## src/rtl/pipe_stage_skid_reg.sv

```systemverilog
// Elastic pipeline-stage register: valid/ready handshake, 2-entry skid buffer, registered upstream ready.
// Optional build macro STAT_CNT_EN adds saturating stall/flush statistics counters.
module pipe_stage_skid_reg #(
  parameter int DATA_WIDTH = 32,
  parameter int CTRL_WIDTH = 10,
  parameter int CNT_WIDTH  = 16
) (
  input  logic                  i_CLK,
  input  logic                  i_RST,
  input  logic                  i_CLR,
  input  logic                  i_ValidD,
  output logic                  o_ReadyD,
  input  logic [DATA_WIDTH-1:0] i_DataD,
  input  logic [CTRL_WIDTH-1:0] i_CtrlD,
  output logic                  o_ValidE,
  input  logic                  i_ReadyE,
  output logic [DATA_WIDTH-1:0] o_DataE,
  output logic [CTRL_WIDTH-1:0] o_CtrlE,
  output logic [1:0]            o_Occ,
  input  logic                  i_CntClr,
  output logic [CNT_WIDTH-1:0]  o_StallCnt,
  output logic [CNT_WIDTH-1:0]  o_FlushCnt
);

  // State encoding doubles as the occupancy count.
  typedef enum logic [1:0] {
    EMPTY = 2'd0,
    ONE   = 2'd1,
    FULL  = 2'd2
  } state_t;

  state_t                state_reg, state_next;
  logic                  ready_reg;
  logic [DATA_WIDTH-1:0] main_data_reg, main_data_next;
  logic [CTRL_WIDTH-1:0] main_ctrl_reg, main_ctrl_next;
  logic [DATA_WIDTH-1:0] skid_data_reg, skid_data_next;
  logic [CTRL_WIDTH-1:0] skid_ctrl_reg, skid_ctrl_next;
  logic                  accept;
  logic                  emit;

  assign accept = i_ValidD & ready_reg;
  assign emit   = (state_reg != EMPTY) & i_ReadyE;

  always_comb begin
    state_next     = state_reg;
    main_data_next = main_data_reg;
    main_ctrl_next = main_ctrl_reg;
    skid_data_next = skid_data_reg;
    skid_ctrl_next = skid_ctrl_reg;
    if (i_CLR) begin
      // Bubble carries NOP control; data is left as don't-care.
      state_next     = EMPTY;
      main_ctrl_next = '0;
    end else begin
      unique case (state_reg)
        EMPTY: begin
          if (accept) begin
            main_data_next = i_DataD;
            main_ctrl_next = i_CtrlD;
            state_next     = ONE;
          end
        end
        ONE: begin
          if (accept && emit) begin
            main_data_next = i_DataD;
            main_ctrl_next = i_CtrlD;
          end else if (accept) begin
            skid_data_next = i_DataD;
            skid_ctrl_next = i_CtrlD;
            state_next     = FULL;
          end else if (emit) begin
            main_ctrl_next = '0;
            state_next     = EMPTY;
          end
        end
        FULL: begin
          if (emit) begin
            main_data_next = skid_data_reg;
            main_ctrl_next = skid_ctrl_reg;
            state_next     = ONE;
          end
        end
        default: begin
          state_next     = EMPTY;
          main_ctrl_next = '0;
        end
      endcase
    end
  end

  always_ff @(posedge i_CLK) begin
    if (i_RST) begin
      state_reg     <= EMPTY;
      ready_reg     <= 1'b1;
      main_data_reg <= '0;
      main_ctrl_reg <= '0;
      skid_data_reg <= '0;
      skid_ctrl_reg <= '0;
    end else begin
      state_reg     <= state_next;
      ready_reg     <= (state_next != FULL);
      main_data_reg <= main_data_next;
      main_ctrl_reg <= main_ctrl_next;
      skid_data_reg <= skid_data_next;
      skid_ctrl_reg <= skid_ctrl_next;
    end
  end

  assign o_ReadyD = ready_reg;
  assign o_ValidE = (state_reg != EMPTY);
  assign o_DataE  = main_data_reg;
  assign o_CtrlE  = main_ctrl_reg;
  assign o_Occ    = state_reg;

`ifdef STAT_CNT_EN
  logic [CNT_WIDTH-1:0] stall_cnt_reg;
  logic [CNT_WIDTH-1:0] flush_cnt_reg;
  logic                 stall_inc;
  logic                 flush_inc;

  assign stall_inc = o_ValidE & ~i_ReadyE;
  assign flush_inc = i_CLR & (state_reg != EMPTY);

  // Clear wins over a same-cycle increment; both counters stick at all-ones.
  always_ff @(posedge i_CLK) begin
    if (i_RST || i_CntClr) begin
      stall_cnt_reg <= '0;
      flush_cnt_reg <= '0;
    end else begin
      if (stall_inc && (stall_cnt_reg != {CNT_WIDTH{1'b1}}))
        stall_cnt_reg <= stall_cnt_reg + 1'b1;
      if (flush_inc && (flush_cnt_reg != {CNT_WIDTH{1'b1}}))
        flush_cnt_reg <= flush_cnt_reg + 1'b1;
    end
  end

  assign o_StallCnt = stall_cnt_reg;
  assign o_FlushCnt = flush_cnt_reg;
`else
  logic unused_cnt_clr;
  assign unused_cnt_clr = i_CntClr;
  assign o_StallCnt     = '0;
  assign o_FlushCnt     = '0;
`endif

endmodule

```

## config.mk

```make
export PLATFORM = sky130hd
export DESIGN_NAME = pipe_stage_skid_reg
export DESIGN_NICKNAME = d
export VERILOG_FILES = /design/src/rtl/pipe_stage_skid_reg.sv
export SDC_FILE = /design/constraint.sdc
export NUM_CORES = 1
export LEC_CHECK = 0
export ABC_AREA = 1
export BUFFER_PORTS_ARGS = -buffer_cell sky130_fd_sc_hd__buf_2
export CORE_MARGIN = 2
export CORE_UTILIZATION = 54
export DETAILED_ROUTE_END_ITERATION = 6
export PLACE_DENSITY_LB_ADDON = 0.25
export SKIP_CTS_REPAIR_TIMING = 1
export SLEW_MARGIN = 15
export SYNTH_ARGS = -nofsm -noshare
export SYNTH_HDL_FRONTEND = slang
export SYNTH_SLANG_ARGS = --single-unit
```

## constraint.sdc

```tcl
create_clock -name i_CLK -period 2.2 [get_ports i_CLK]
set_input_delay 0.33 -clock i_CLK [delete_from_list [all_inputs] [get_ports i_CLK]]
set_output_delay 0.33 -clock i_CLK [all_outputs]
set_load 0.02 [all_outputs]
```

==> results.cfg <==
[clock_tree]
h-tree-depth = 3
cts.reportedPaths.clkPinSlew_ps = 80
clock_sinks = 87
clock_latency_ps = 340
cts_root_buffer = clkbuf_8
cts_tree = built
cts_buffer_depth = 2
cts_buffers = 9

[cells_and_area]
final_cell_area_um2 = 4410
fin_cells = 705
final_util_pct = 64.2
drive_gt1_share_pct = 21.0
antenna_cells = 0
area_growth_pct = 14.3
final_nets = 653
fillers = 618

[power]
power.share.clock_pct = 34.6
leakage_nw = 1.97
internal_power_w = 0.00235
p_comb_share_pct = 13.6
p_seq_share_pct = 51.8
p_per_area_nw_per_um2 = 728
ir_worst_vdd_uv = 350
swShare_pct = 26.6
power_switching_w = 0.000854

[timing]
setup_ws_ps = 407
post-route-period-util_pct = 81.5
fin_tns_setup_ps = 0
worst_slew_pin_slew_ps = 930
max_slew_margin_pct = 37.9
skew_ps = 7.70
hold_viol_final = 0
final_max_slew_viol_count = 0
setup_viol = 0
post-route-min-period_ps = 1790
fmax_ghz = 0.558
rsz0062_at_grt = no

[placement]
dp_cells = 690
portBuffers = 92
pre_cts_ws_ps = 406
dp_hpwl_mm = 5.39
postPlaceCellArea_um2 = 4210
gp_congestion = 0.836

[global_route]
grt_pass1_vias = 3018
antenna_found_initial = 0
grt.total_usage_pct = 20.6
grt_remaining_overflow = 0
grt_max_degree = 65
grt_pass1_wl_mm = 12.9

[outcome]
status = finished clean

[synth]
synth.yosys.seq_area_share_pct = 45.2
synth.top_cell.area_share_pct = 45.2
syn-mean-instance-area_um2 = 7.30
synth_largest_area_cell = dfxtp_1
synthTopCellsByArea = dfxtp_1, a21oi_1, nand2_1, inv_1, buf_4
netlist_instances = 528
synth_cell_types = 22
synth_seq_cells = 87
ys_warn_count = 0
synthesis.area_um2 = 3850

[worst_setup_path]
cp-start-kind = register
cp-end-kind = register
worst_ep_arrival_time_ps = 2060
crit_required_ps = 2470
critical_path_peak_fanout = 64
critical_path_class = reg -> reg

[detailed_routing]
vias = 3449
wl_mm = 7.95
first_pass_iters = 4
drc = 0
avgRoutedWirePerCell_um = 11.3
ant_nets = 0
via_per_inst = 4.89
drtIter0Drc = 121

[die]
start_util_pct = 56.1
fp-row-count = 30
die_w_um = 88.5
core_um2 = 6870
die_h_um = 88.5
io_pins = 126
design.die.area_um2 = 7830

[worst_hold_path]
hold_path.class = in -> reg

[run]
drv_cap = 0
-- power by group through the flow --
stage | clock network (W) | registers, W | logic (W)
final | 0.00111 | 0.00166 | 0.000437
after global routing | 0.00120 | 0.00167 | 0.000489
after CTS | 0.00114 | 0.00166 | 0.000439
after detailed placement | 0 | 0.00170 | 0.000437
after global placement | 0 | 0.00170 | 0.000428
after floorplan | 0 | 0.00176 | 0.000282
-- synth_stat cells --
cell type,count
buf_2,17
clkbuf_1,12
a21oi_2,2
clkbuf_2,1
nor3_2,1
buf_6,2
nand2_2,2
nor4_2,1
inv_2,4
nor2_1,3
clkinv_1,1
nand2_1,86
inv_1,69
nor2_2,1
buf_4,34
a21oi_1,85
conb_1,1
o21ai_1,49
nand3_1,22
dfxtp_1,87
nand3_2,1
o21ai_0,47
-- through the flow --
step	hold WS [ps]	total power, W
after floorplan	399	0.00204
after global placement	427	0.00212
after detailed placement	432	0.00214
after CTS	251	0.00324
after global routing	263	0.00336
final	266	0.00321
-- metal layers --
metal | vias up | wire length [µm] | GRT usage [%]
met4 | 0 | 93 | 7.58
met2 | 110 | 3740 | 36.2
li1 | 1787 | - | -
met3 | 8 | 457 | 3.54
met1 | 1544 | 3660 | 25.2
met5 | - | 0 | 0
-- kinds of logic after synthesis --
| logic type | count (synthesis) | share of synthesized area [%] |
|---|---|---|
| simple gates | 117 | 12.9 |
| other cells | 1 | 0.0973 |
| compound gates | 183 | 24.0 |
| flops | 87 | 45.2 |
| buf+inv | 140 | 17.9 |
-- placed cells by master, fill, tap and decap left out, types with 2 or more instances in the layout --
| cell | synthesis | routed |
|---|---|---|
| clkbuf_8 | 0 | 11 |
| nand2_2 | 2 | 3 |
| dfxtp_1 | 87 | 87 |
| o21ai_1 | 49 | 49 |
| nand3_1 | 22 | 22 |
| a21oi_1 | 85 | 85 |
| inv_2 | 4 | 4 |
| buf_2 | 17 | 92 |
| nor2_1 | 3 | 3 |
| buf_4 | 34 | 9 |
| a21oi_2 | 2 | 2 |
| o21ai_0 | 47 | 47 |
| conb_1 | 1 | 32 |
| nand2_1 | 86 | 85 |
| inv_1 | 69 | 69 |
-- worst max-delay path: stages, from the launching register on --
cell	delay [ps]
dfxtp_1	370
inv_2	110
nor2_2	50
inv_2	670
nand2_1	130
o21ai_0	110
o21ai_0	120
a21oi_1	160
-- cell type report --
| type | count | area [µm²] | share of cell area (%) |
|---|---|---|---|
| clock inverter | 3 | 42.5 | 0.965 |
| multi-input combinational | 332 | 1540 | 35.0 |
| timing repair buffer | 101 | 528 | 12.0 |
| inverter | 74 | 278 | 6.30 |
| clock buffer | 12 | 155 | 3.52 |
| tap | 96 | 120 | 2.73 |
| sequential | 87 | 1740 | 39.5 |
-- path summary, 6_finish.rpt --
kind	start	to	slack, ps	cells after the start
hold / removal	i_CtrlD[2]	skid_ctrl_reg[2]	270	3
setup reg to reg	o_Occ[1]	o_DataE[12]	410	7
setup / recovery	o_Occ[1]	o_DataE[12]	410	7
hold reg to reg	o_DataE[3]	o_DataE[3]	440	2
(Power assumes the default switching activity.)
